## config.mk

```make
export PLATFORM = sky130hd
export DESIGN_NAME = pc_control
export DESIGN_NICKNAME = d
export VERILOG_FILES = /design/src/rtl/pc_control.sv
export SDC_FILE = /design/constraint.sdc
export NUM_CORES = 1
export LEC_CHECK = 0
export BUFFER_PORTS_ARGS = -buffer_cell sky130_fd_sc_hd__buf_2
export CAP_MARGIN = 10
export CORE_ASPECT_RATIO = 2
export CORE_UTILIZATION = 55
export DETAILED_ROUTE_END_ITERATION = 10
export PLACE_DENSITY = 0.81
export SKIP_CTS_REPAIR_TIMING = 1
export SYNTH_ARGS = -nofsm -noshare
export SYNTH_HDL_FRONTEND = slang
export SYNTH_SLANG_ARGS = --single-unit
```

## constraint.sdc

```tcl
create_clock -name clk -period 5.4 [get_ports clk]
set_clock_uncertainty 0.1 [all_clocks]
set_input_delay 0.27 -clock clk [delete_from_list [all_inputs] [get_ports clk]]
set_output_delay 0.27 -clock clk [all_outputs]
set_load 0.02 [all_outputs]
```

## src/rtl/pc_control.sv

```systemverilog
// Program-counter sequencer: fetches an instruction, executes it for one cycle
// (or more while stalled), computes the next pc and the R7 link write.
module pc_control (
    input  logic        clk,
    input  logic        rst,
    input  logic        branch_en,
    input  logic        jump_disp_en,
    input  logic        jr_en,
    input  logic        reg_7_en,
    input  logic        halt,
    input  logic        stall,
    input  logic [7:0]  imm8,
    input  logic [10:0] disp11,
    input  logic [15:0] rs_data,
    input  logic        imem_ready,
    output logic        imem_req,
    output logic [15:0] pc,
    output logic [15:0] pc_plus2,
    output logic        instr_valid,
    output logic        link_we,
    output logic [15:0] link_data,
    output logic        halted,
    output logic [1:0]  state_dbg
);

    typedef enum logic [1:0] {
        S_IDLE = 2'd0,
        S_REQ  = 2'd1,
        S_EXEC = 2'd2,
        S_HALT = 2'd3
    } state_t;

    state_t      state;
    state_t      state_next;
    logic [15:0] pc_next;
    logic [15:0] imm8_sext;
    logic [15:0] disp11_sext;
    logic [15:0] branch_target;
    logic [15:0] disp_target;
    logic [15:0] jr_target;
    logic [15:0] target_pc;
    logic        exec_commit;

    // Handshake: imem_req stays high in REQ until imem_ready is seen on a
    // rising edge; the word at pc is then executed in the following cycle.
    // imem_ready is a don't-care whenever imem_req is low.

    assign imm8_sext     = {{8{imm8[7]}}, imm8};
    assign disp11_sext   = {{5{disp11[10]}}, disp11};
    assign pc_plus2      = pc + 16'd2;
    assign branch_target = pc_plus2 + imm8_sext;
    assign disp_target   = pc_plus2 + disp11_sext;
    assign jr_target     = rs_data + imm8_sext;

    always_comb begin
        target_pc = pc_plus2;
        if (jr_en) begin
            target_pc = jr_target;
        end else if (jump_disp_en) begin
            target_pc = disp_target;
        end else if (branch_en) begin
            target_pc = branch_target;
        end
    end

    assign exec_commit = (state == S_EXEC) && !stall;

    always_comb begin
        state_next = state;
        pc_next    = pc;
        case (state)
            S_IDLE: state_next = S_REQ;
            S_REQ: begin
                if (imem_ready) begin
                    state_next = S_EXEC;
                end
            end
            S_EXEC: begin
                // Halt wins over any jump: pc freezes on the halting instruction.
                if (!stall) begin
                    if (halt) begin
                        state_next = S_HALT;
                    end else begin
                        state_next = S_REQ;
                        pc_next    = target_pc;
                    end
                end
            end
            S_HALT: state_next = S_HALT;
            default: state_next = S_IDLE;
        endcase
    end

    always_ff @(posedge clk or posedge rst) begin
        if (rst) begin
            state <= S_IDLE;
            pc    <= 16'h0000;
        end else begin
            state <= state_next;
            pc    <= pc_next;
        end
    end

    assign imem_req    = (state == S_REQ);
    assign instr_valid = (state == S_EXEC);
    assign halted      = (state == S_HALT);
    // Link value comes from the pre-update pc, so JALR with Rs == R7 is safe.
    assign link_we     = exec_commit && reg_7_en && !halt;
    assign link_data   = pc_plus2;
    assign state_dbg   = state;

endmodule

```

==> flow_metrics.tcl, run 1 <==
set metrics [dict create \
    run_status "finished, final reports clean" \
    die_area_um2 6970 \
    min_period_ns 3.71 \
    cts_buffers 3 \
    wl_mm 10.9 \
    synth_top_area_share_pct 16.8 \
    leakagePower_nw 1.96 \
    critPathMaxFanout 8 \
    rows 41 \
    worstPathArrival_ns 3.75 \
    ys_seq_area_share_pct 12.4 \
    p_per_area_nw_per_um2 277 \
    synth_top_cells_by_area "ha_1 (17%), dfrtp_1 (12%), xnor2_1 (6.0%)" \
    grt_pass1_vias 3672 \
    remaining_drc_errors 0 \
    cts_root_buf "clkbuf_16" \
    critPathCaptureType "register" \
    fmax_mhz 269 \
    worstPathBufferInverterCount 0 \
    gp_congestion 0.971 \
    synth-async-reset-ratio_pct 100 \
    max_cap_violations 0 \
    drive_gt1_share_pct 20.1 \
    grt_antenna_before_repair 0 \
    coreArea_um2 6360 \
    p_clk_share_pct 14.9 \
    grt_pass1_wl_mm 17.0 \
    first_iter_violations 245 \
    cp.required_ns 5.43 \
    critical_path.cell_chain "and3_1, nand4_1, nor2_1, nand2_1, xnor2_1, ha_1, nand3_1, nor2_1, nand4_1, a41o_1, nor3b_1, nor3_1, mux2i_1, nand4_1" \
    crit_type "register to register" \
    combinationalPowerShare_pct 68.6 \
    start_util_pct 57.2 \
    ioPinCount 98 \
    grt_overflow 0 \
    n_antenna_cell 0 \
    fin_crit_sh_pct 68.8 \
    yosysWarnings 0 \
    ys.flop_type "dfrtp_1" \
    routed_via_density 6.22 \
    netSwitchingPower_mw 0.570 \
    cpMostUsedCell "nand4_1" \
    crit_family "simple AND/OR/NAND/NOR gates" \
    die_x_um 59.5 \
    finalSetupTns_ns 0 \
    ys_ff_latch 18 \
    clock_path_buffers 2 \
    dpl.hpwl_mm 8.86 \
    hold_viol 0 \
    insertion_delay_ns 0.26 \
    syn_avg_cell_area_um2 7.58 \
    cp.depth 14 \
    wl_per_cell_um 17.1 \
    drtPass1Iterations 5 \
    synth_cell_types 66 \
    min_path_type "input port to async pin" \
    rsz0062_at_grt "no" \
    cpPeakStageDelay_ns 0.43 \
    worstMarginPinSlew_ns 0.723 \
    p_total_mw 1.14 \
    grt_max_degree 24 \
    htree_levels 1 \
    relSlewSlack_pct 51.7 \
    cts_tree "done" \
    synth_edf_count 0 \
    worst_r2r_path_depth 14 \
    areaGrowthSynthToFinish_pct 13.0 \
    clk_pin_slew_ns 0.06 \
    port_buffers 97 \
    peakVddDrop_uv 154 \
    grt_usage_pct 32.2 \
    dieHeight_um 117 \
    synth_top_area_cell "ha_1" \
    sw_frac_of_total_pct 49.9 \
    drv_slew 0 \
    layout_setup_ws_ns 1.69 \
    nNetsFinal 650 \
    place_ws_ns 1.78 \
    startpoint_type "register" \
    report.final.setup_viol 0 \
    internal_power_mw 0.571 \
    synth_nets 576 \
    synthCells 480 \
    clock_sinks 18 \
    syn_area_um2 3640 \
    antenna_left 0 \
    vias 3975 \
    p_seq_share_pct 16.4 \
    cpMaxStageDelayCell "xnor2_1" \
]
==> flip-flops by register name, summed over array words and instances (netlist names) <==
register,count
pc,16
state_dbg,2
==> synthesized netlist by cell type, types with 2 or more instances <==
master,instances
xor2_1,15
inv_1,14
nand4_1,10
o21a_1,5
buf_4,18
nor3b_1,2
a21boi_0,3
a21oi_2,2
or2_2,2
o311ai_0,2
o21ai_1,3
dfrtp_1,18
a31oi_1,13
nor2_1,39
xnor2_1,25
clkinv_1,2
a21o_1,13
fa_1,3
o2111ai_1,3
nand3_1,16
nand2b_1,6
o21ai_0,28
nor4_1,3
a21oi_1,38
o311a_1,2
o22ai_1,2
clkbuf_1,2
nor2b_1,5
a211o_1,3
a211oi_1,12
nand2_1,41
mux2i_1,3
o21bai_1,5
and3_1,6
ha_1,49
nor3_1,16
nor4b_1,2
or3_1,5
buf_6,4
o211ai_1,13
and2_1,2
==> routing by layer <==
layer,global-route usage [%],up-vias,routed length [um]
met5,0,-,0
met4,11.8,0,342
met3,2.97,33,545
met2,59.9,146,5940
met1,36.8,1863,4110
li1,-,1933,-
==> final timing paths <==
kind	start	endpoint	slack, ns
min reg2reg	pc[15]	pc[15]	0.44
max	pc[3]	pc[15]	1.69
max reg2reg	pc[3]	pc[15]	1.69
min	rst	pc[14]	0.03
max in group asynchronous	rst	pc[3]	4.71
min in group clk	imem_ready	state_dbg[0]	0.11
==> area by class of cell <==
class	count	area [um^2]
Sequential cell	18	450
Fill cell	625	2250
Tap cell	86	108
Inverter	16	60.1
Timing Repair Buffer	97	485
Clock buffer	4	88.8
Multi-Input combinational cell	418	2920
==> worst register-to-register path: stages, from the launching register on <==
cell and delay (ns):
dfrtp_1 0.42, and3_1 0.24, nand4_1 0.19, nor2_1 0.26
nand2_1 0.10, xnor2_1 0.43, ha_1 0.36, nand3_1 0.13
nor2_1 0.20, nand4_1 0.17, a41o_1 0.23, nor3b_1 0.14
nor3_1 0.23, mux2i_1 0.27, nand4_1 0.12
==> metrics by stage <==
step / utilization [%] / cells / hold WS, ns / area, um^2
after floorplan: - / 480 / 0.109 / 3640
after global placement: 63.3 / 635 / 0.310 / 4020
after detailed placement: 63.3 / 635 / 0.312 / 4020
after CTS: 64.7 / 639 / 0.0407 / 4110
after global routing: 64.7 / 639 / 0.0784 / 4110
final: 64.7 / 639 / 0.0281 / 4110
==> layout by cell type, fill, tap and decap left out, types with 5 or more instances in the layout <==
master    instances
and3_1            6
a31oi_1          13
nor3_1           16
nand4_1          10
xor2_1           15
nand3_1          16
o21bai_1          5
a21oi_1          38
ha_1             49
o21a_1            5
inv_1            14
a21o_1           13
o211ai_1         13
nor2b_1           5
buf_2            97
xnor2_1          25
nor2_1           39
dfrtp_1          18
or3_1             5
a211oi_1         12
o21ai_0          28
nand2_1          41
nand2b_1          6
==> logic make-up after synthesis <==
group | synth area share [%]
mux | 1.13
flops | 12.4
fa+ha+maj | 18.5
xor+xnor | 9.63
buf+inv | 7.39
compound gates | 29.8
simple gates | 21.2
==> power by group through the flow <==
stage                     Clock (mW)  Combinational [mW]  Sequential [mW]
final                          0.170               0.783            0.188
after global routing           0.177               0.860            0.189
after CTS                      0.169               0.777            0.186
after detailed placement           0               0.771            0.188
after global placement             0               0.760            0.186
after floorplan                    0               0.581            0.207
Note: power is estimated with default switching activity, not from simulation.
==> run 2: changes to the inputs <==
--- a/config.mk
+++ b/config.mk
@@ -8,9 +8,9 @@
 export BUFFER_PORTS_ARGS = -buffer_cell sky130_fd_sc_hd__buf_2
 export CAP_MARGIN = 10
 export CORE_ASPECT_RATIO = 2
-export CORE_UTILIZATION = 55
+export CORE_UTILIZATION = 50
 export DETAILED_ROUTE_END_ITERATION = 10
-export PLACE_DENSITY = 0.81
+export PLACE_DENSITY = 0.78
 export SKIP_CTS_REPAIR_TIMING = 1
 export SYNTH_ARGS = -nofsm -noshare
 export SYNTH_HDL_FRONTEND = slang
==> constraint.sdc (replaced) <==
create_clock -name clk -period 3.2 [get_ports clk]
set_clock_uncertainty 0.1 [all_clocks]
set_input_delay 0.16 -clock clk [delete_from_list [all_inputs] [get_ports clk]]
set_output_delay 0.16 -clock clk [all_outputs]
set_load 0.02 [all_outputs]
==> run 2 against run 1 <==
Against the previous run:
- the flow now finishes with violations (negative hold slack)
- wire length grew 5.2%
- sequential share of layout area shrank 1.2 points
- first-iteration DRC count shrank 24%
- flip-flop and latch count is the same
- fmax grew 18%
- clock-buffer cell count is the same
- final cell count grew 6.9%
- combinational power grew 99%
- critical path depth grew 1
- non-clock buffer count grew 40
- critical path type unchanged
- critical endpoint unchanged
- highest routed layer unchanged
==> flow_metrics.tcl, run 2 (synthesis results as in run 1) <==
set metrics [dict create \
    violations "negative hold slack" \
    min_period_ns 3.14 \
    cts_tree "done" \
    largest_reg_flops 16 \
    reg2reg_from "pc[4]" \
    gp_congestion 0.997 \
    grt_antenna_before_repair 0 \
    startpoint_type "register" \
    worstPathBufferInverterCount 2 \
    min_path_type "input port to register" \
    die_x_um 62.3 \
    rsz0062_at_grt "yes" \
    wl_per_cell_um 16.9 \
    critPathCaptureType "register" \
    holdWs_ns -0.00391 \
    relSlewSlack_pct 55.2 \
    cpMostUsedCell "nand4_1" \
    port_buffers 97 \
    p_total_mw 2.12 \
    htree_levels 1 \
    first_iter_violations 185 \
    fin_crit_sh_pct 98.0 \
    grt_pass1_vias 3993 \
    clk_pin_slew_ns 0.05 \
    postPlaceCellArea_um2 4370 \
    run_status "complete, but fails checks" \
    drv_slew 0 \
    cts_buffers 3 \
    clock_sinks 18 \
    areaGrowthSynthToFinish_pct 29.0 \
    clock_path_buffers 2 \
    ioPinCount 98 \
    critPathMaxFanout 4 \
    crit_path_end "pc[15]" \
    largest-register "pc" \
    num-fill-cells 636 \
    grt_usage_pct 29.3 \
    report.final.setup_viol 0 \
    stdcell_area_um2 4690 \
    insertion_delay_ns 0.25 \
    worstSetupStartpoint "pc[4]" \
    fmax_mhz 319 \
    remaining_drc_errors 0 \
    worst_r2r_path_depth 15 \
    dpl.hpwl_mm 9.10 \
    leakagePower_nw 2.20 \
    fin_util_pct 67.1 \
    critical_path.cell_chain "and3_4, nand4_1, nor2_2, xor2_2, ha_1, buf_4, nand4_1, nor2_1, a21oi_2, a31oi_1, buf_4, nor4bb_2, nor3_2, mux2i_1, nand4_1" \
    r2r-end "pc[15]" \
    n_antenna_cell 0 \
    crit_family "simple AND/OR/NAND/NOR gates" \
    wl_mm 11.5 \
    rows 43 \
    crit_type "register to register" \
    reg2reg_slack_ns 0.06 \
    cpMaxStageDelayCell "dfrtp_2" \
    grt_pass1_wl_mm 17.8 \
    cp.depth 15 \
    nNetsFinal 690 \
    cpPeakStageDelay_ns 0.36 \
    dieHeight_um 123 \
    hold_viol 1 \
    max_cap_violations 0 \
    grt_overflow 0 \
    cts_root_buf "clkbuf_16" \
    p_per_area_nw_per_um2 453 \
    routed_via_density 6.13 \
    die_area_um2 7650 \
    drtPass1Iterations 5 \
    vias 4186 \
    coreArea_um2 6990 \
    cp.required_ns 3.23 \
    layout_common_cells "buf_2 (97), ha_1 (43), nand2_1 (41)" \
    layout_commonest_cell "buf_2" \
    worstPathArrival_ns 3.16 \
    antenna_left 0 \
    drive_gt1_share_pct 32.2 \
    start_util_pct 52.0 \
    peakVddDrop_uv 283 \
    dp_cells 671 \
    finalNonFillerCells 683 \
    worstMarginPinSlew_ns 0.672 \
    grt_max_degree 24 \
]
run 2: through the flow:
stage          setup slack (ns)  setup TNS [ns]
2_1_floorplan          0.000713               0
3_3_place_gp            -0.0473         -0.0473
3_5_place_dp             -0.112          -0.112
4_1_cts                  -0.135          -0.166
5_1_grt                  -0.152          -0.254
6_report                 0.0643               0
run 2: how the worst min path moves through the flow:
stage               startpoint      endpoint  cells after the start
floorplan                  rst         pc[0]                      1
global placement           rst  state_dbg[0]                      2
detailed placement         rst  state_dbg[0]                      2
CTS                        rst  state_dbg[1]                      2
global route        imem_ready  state_dbg[0]                      2
finish              imem_ready  state_dbg[0]                      2
run 2: final cells by class:
cell class                      instances  area [um^2]  area share, %
Multi-Input combinational cell        418         3190           68.0
Timing Repair Buffer                  137          788           16.8
Sequential cell                        18          457           9.73
Tap cell                               90          113           2.40
Clock buffer                            4         78.8           1.68
Inverter                               16         63.8           1.36
run 2: metal layers:
layer | track usage [%] | wire length, um | vias to the layer above
met1 | 30.6 | 4240 | 1971
met4 | 14.1 | 439 | 0
li1 | - | - | 2026
met3 | 1.67 | 507 | 41
met2 | 58.4 | 6320 | 148
met5 | 0 | 0 | -
run 2: worst register-to-register path, cell delays in order (launching register included):
cell and delay [ns]:
dfrtp_2 0.36, and3_4 0.21, nand4_1 0.13, nor2_2 0.19, xor2_2 0.28, ha_1 0.32, buf_4 0.15, nand4_1 0.09
nor2_1 0.07, a21oi_2 0.18, a31oi_1 0.12, buf_4 0.16, nor4bb_2 0.29, nor3_2 0.09, mux2i_1 0.17, nand4_1 0.11
run 2: report_power, final:
part	internal, mW	switching, mW	total, mW
registers	0.263	0.0450	0.308
logic	0.660	0.898	1.56
clock network	0.170	0.0891	0.259
total	1.09	1.03	2.12
==> run 3: changes to the inputs <==
--- a/config.mk
+++ b/config.mk
@@ -5,12 +5,13 @@
 export SDC_FILE = /design/constraint.sdc
 export NUM_CORES = 1
 export LEC_CHECK = 0
+export ABC_AREA = 1
 export BUFFER_PORTS_ARGS = -buffer_cell sky130_fd_sc_hd__buf_2
 export CAP_MARGIN = 10
 export CORE_ASPECT_RATIO = 2
-export CORE_UTILIZATION = 50
+export CORE_UTILIZATION = 55
 export DETAILED_ROUTE_END_ITERATION = 10
-export PLACE_DENSITY = 0.78
+export PLACE_DENSITY = 0.8
 export SKIP_CTS_REPAIR_TIMING = 1
 export SYNTH_ARGS = -nofsm -noshare
 export SYNTH_HDL_FRONTEND = slang
==> constraint.sdc (replaced) <==
create_clock -name clk -period 3.5 [get_ports clk]
set_clock_uncertainty 0.1 [all_clocks]
set_input_delay 0.175 -clock clk [delete_from_list [all_inputs] [get_ports clk]]
set_output_delay 0.175 -clock clk [all_outputs]
set_load 0.02 [all_outputs]
==> run 3 against run 2 <==
Against the previous run:
- the flow now finishes without violations
- worst hold slack better by 0.12 ns
- critical path type unchanged
- combinational power increased by 110%
- final cell count increased by 20%
- critical endpoint unchanged
- wire length is 9.9% higher
==> flow_metrics.tcl, run 3 <==
set metrics [dict create \
    synth_nets 750 \
    dp_cells 818 \
    synth_most_common_cell "nand2_1" \
    areaGrowthSynthToFinish_pct 13.4 \
    cp.required_ns 3.58 \
    synthCells 654 \
    coreArea_um2 6940 \
    routed-wl-met2_mm 6.85 \
    worstSetupStartpoint "pc[3]" \
    relSlewSlack_pct 43.8 \
    synth_edf_count 0 \
    synth_top_area_cell "nand2_1" \
    critPathMaxFanout 8 \
    drive_gt1_share_pct 17.1 \
    htree_levels 1 \
    drtPass1Iterations 5 \
    clock_sinks 18 \
    clk_pin_slew_ns 0.05 \
    fin_util_pct 64.8 \
    rows 43 \
    remaining_drc_errors 0 \
    ys_ff_latch 18 \
    die_area_um2 7580 \
    ys.flop_type "dfrtp_1" \
    antenna_left 0 \
    first_iter_violations 288 \
    fmax_mhz 318 \
    worstPathArrival_ns 3.22 \
    report.final.setup_viol 0 \
    n_antenna_cell 0 \
    cts_root_buf "clkbuf_16" \
    synth_top_area_share_pct 16.3 \
    largest-register "pc" \
    fin_crit_sh_pct 89.7 \
    grt_max_degree 25 \
    gp_congestion 0.954 \
    routed_via_density 5.77 \
    wl_per_cell_um 15.4 \
    layout_commonest_cell "nand2_1" \
    min_path_type "input port to register" \
    finalNonFillerCells 822 \
    run_status "finished, final reports clean" \
    nNetsFinal 830 \
    hold_viol 0 \
    dpl.hpwl_mm 10.5 \
    vias 4745 \
    yosysWarnings 0 \
    synth_top_cells_by_area "nand2_1 (16%), ha_1 (15%), dfrtp_1 (11%)" \
    insertion_delay_ns 0.25 \
    syn_area_um2 3970 \
    reg2reg_from "pc[3]" \
    dr.max_layer_used "met4" \
    cts_buffers 3 \
    layout_common_cells "nand2_1 (172), buf_2 (97), inv_1 (73)" \
    max_cap_violations 0 \
    synth-async-reset-ratio_pct 100 \
    min_period_ns 3.14 \
    met3_length_um 377 \
    drt-met1-wl_mm 4.57 \
    port_buffers 97 \
    grt_overflow 0 \
    wl_mm 12.7 \
    synthTopCellsByCount "nand2_1 (172), inv_1 (73), a21oi_1 (62)" \
    critPathCaptureType "register" \
    crit_type "register to register" \
    grt_usage_pct 36.1 \
    rsz0062_at_grt "no" \
    dieHeight_um 122 \
    startpoint_type "register" \
    stdcell_area_um2 4500 \
    syn_avg_cell_area_um2 6.07 \
    drv_slew 0 \
    hold_path.startpoint "stall" \
    leakagePower_nw 2.56 \
    peakVddDrop_uv 284 \
    grt_antenna_before_repair 0 \
    grt_pass1_vias 4751 \
    largest_reg_flops 16 \
    ioPinCount 98 \
    die_x_um 62.1 \
    ys_seq_area_share_pct 11.4 \
    p_per_area_nw_per_um2 872 \
    worstMarginPinSlew_ns 0.842 \
    synth_cell_types 42 \
    finalSetupTns_ns 0 \
    clock_path_buffers 2 \
    grt_pass1_wl_mm 20.5 \
    postPlaceCellArea_um2 4420 \
    cts_tree "done" \
    start_util_pct 57.2 \
]
run 3: cell count changes after synthesis, sizes merged, moves of 6 or more:
cell and change:
nand2 +137, inv +65, nand3 +43, a21oi +23, xnor2 -20, nor2 +19
a211oi -13, a31oi -12, nand3b +12, o211ai -12, and3 -7, nand2b -6
nor3 -6, xor2 -6
run 3: final cells by class:
type                    count  area, um^2
multi-input cells         528        3040
fillers                   685        2440
flip-flops and latches     18         450
clock buffers               3        75.1
inverters                  82         308
repair buffers            101         518
well taps                  90         113
run 3: logic make-up after synthesis:
group | synth area share (%)
AND/OR/NAND/NOR | 38.4
AO/OA/AOI/OAI | 18.1
buffers and inverters | 12.1
adder cells (fa/ha/maj) | 17.0
flip-flops | 11.4
XOR/XNOR | 3.09
run 3: report_power, final:
group / internal [mW] / switching [mW]
clock: 0.151 / 0.0795
sequential: 0.307 / 0.156
combinational: 1.06 / 2.17
total: 1.52 / 2.41
run 3: worst paths after layout:
check / end / slack (ns) / depth (start not counted)
max: pc[15] / 0.36 / 18
min: state_dbg[1] / 0.12 / 3
max reg2reg: pc[15] / 0.36 / 18
min reg2reg: pc[8] / 0.46 / 2
max in group asynchronous: pc[0] / 2.34 / 3
min in group asynchronous: pc[15] / 0.50 / 3
run 3: per-layer routing:
metal | up-vias | GRT usage, %
li1 | 2333 | -
met1 | 2173 | 35.5
met2 | 171 | 63.5
met3 | 68 | 5.52
met4 | 0 | 26.5
met5 | - | 0
run 3: per-stage QoR:
| step | hold slack, ns | total power, mW | worst slack, ns |
|---|---|---|---|
| finish | 0.118 | 3.93 | 0.359 |
| global route | 0.155 | 4.33 | 0.0189 |
| CTS | -0.0474 | 3.87 | 0.383 |
| detailed placement | 0.216 | 3.63 | 0.391 |
| global placement | 0.205 | 3.56 | 0.445 |
| floorplan | 0.0136 | 2.89 | 0.490 |
run 3: worst max-delay path: stages (launching register included):
cell	delay [ns]
dfrtp_1	0.50
nand3_1	0.18
nor4_1	0.35
xnor2_1	0.17
clkinv_1	0.23
ha_1	0.45
nand2_1	0.10
nand2_1	0.08
nand2_1	0.06
nand2_1	0.04
a21oi_1	0.15
nand2_1	0.07
nand2_1	0.07
nand3_1	0.07
nand2_1	0.06
nand3_1	0.06
nand2_1	0.10
nand2_1	0.07
a21oi_2	0.14
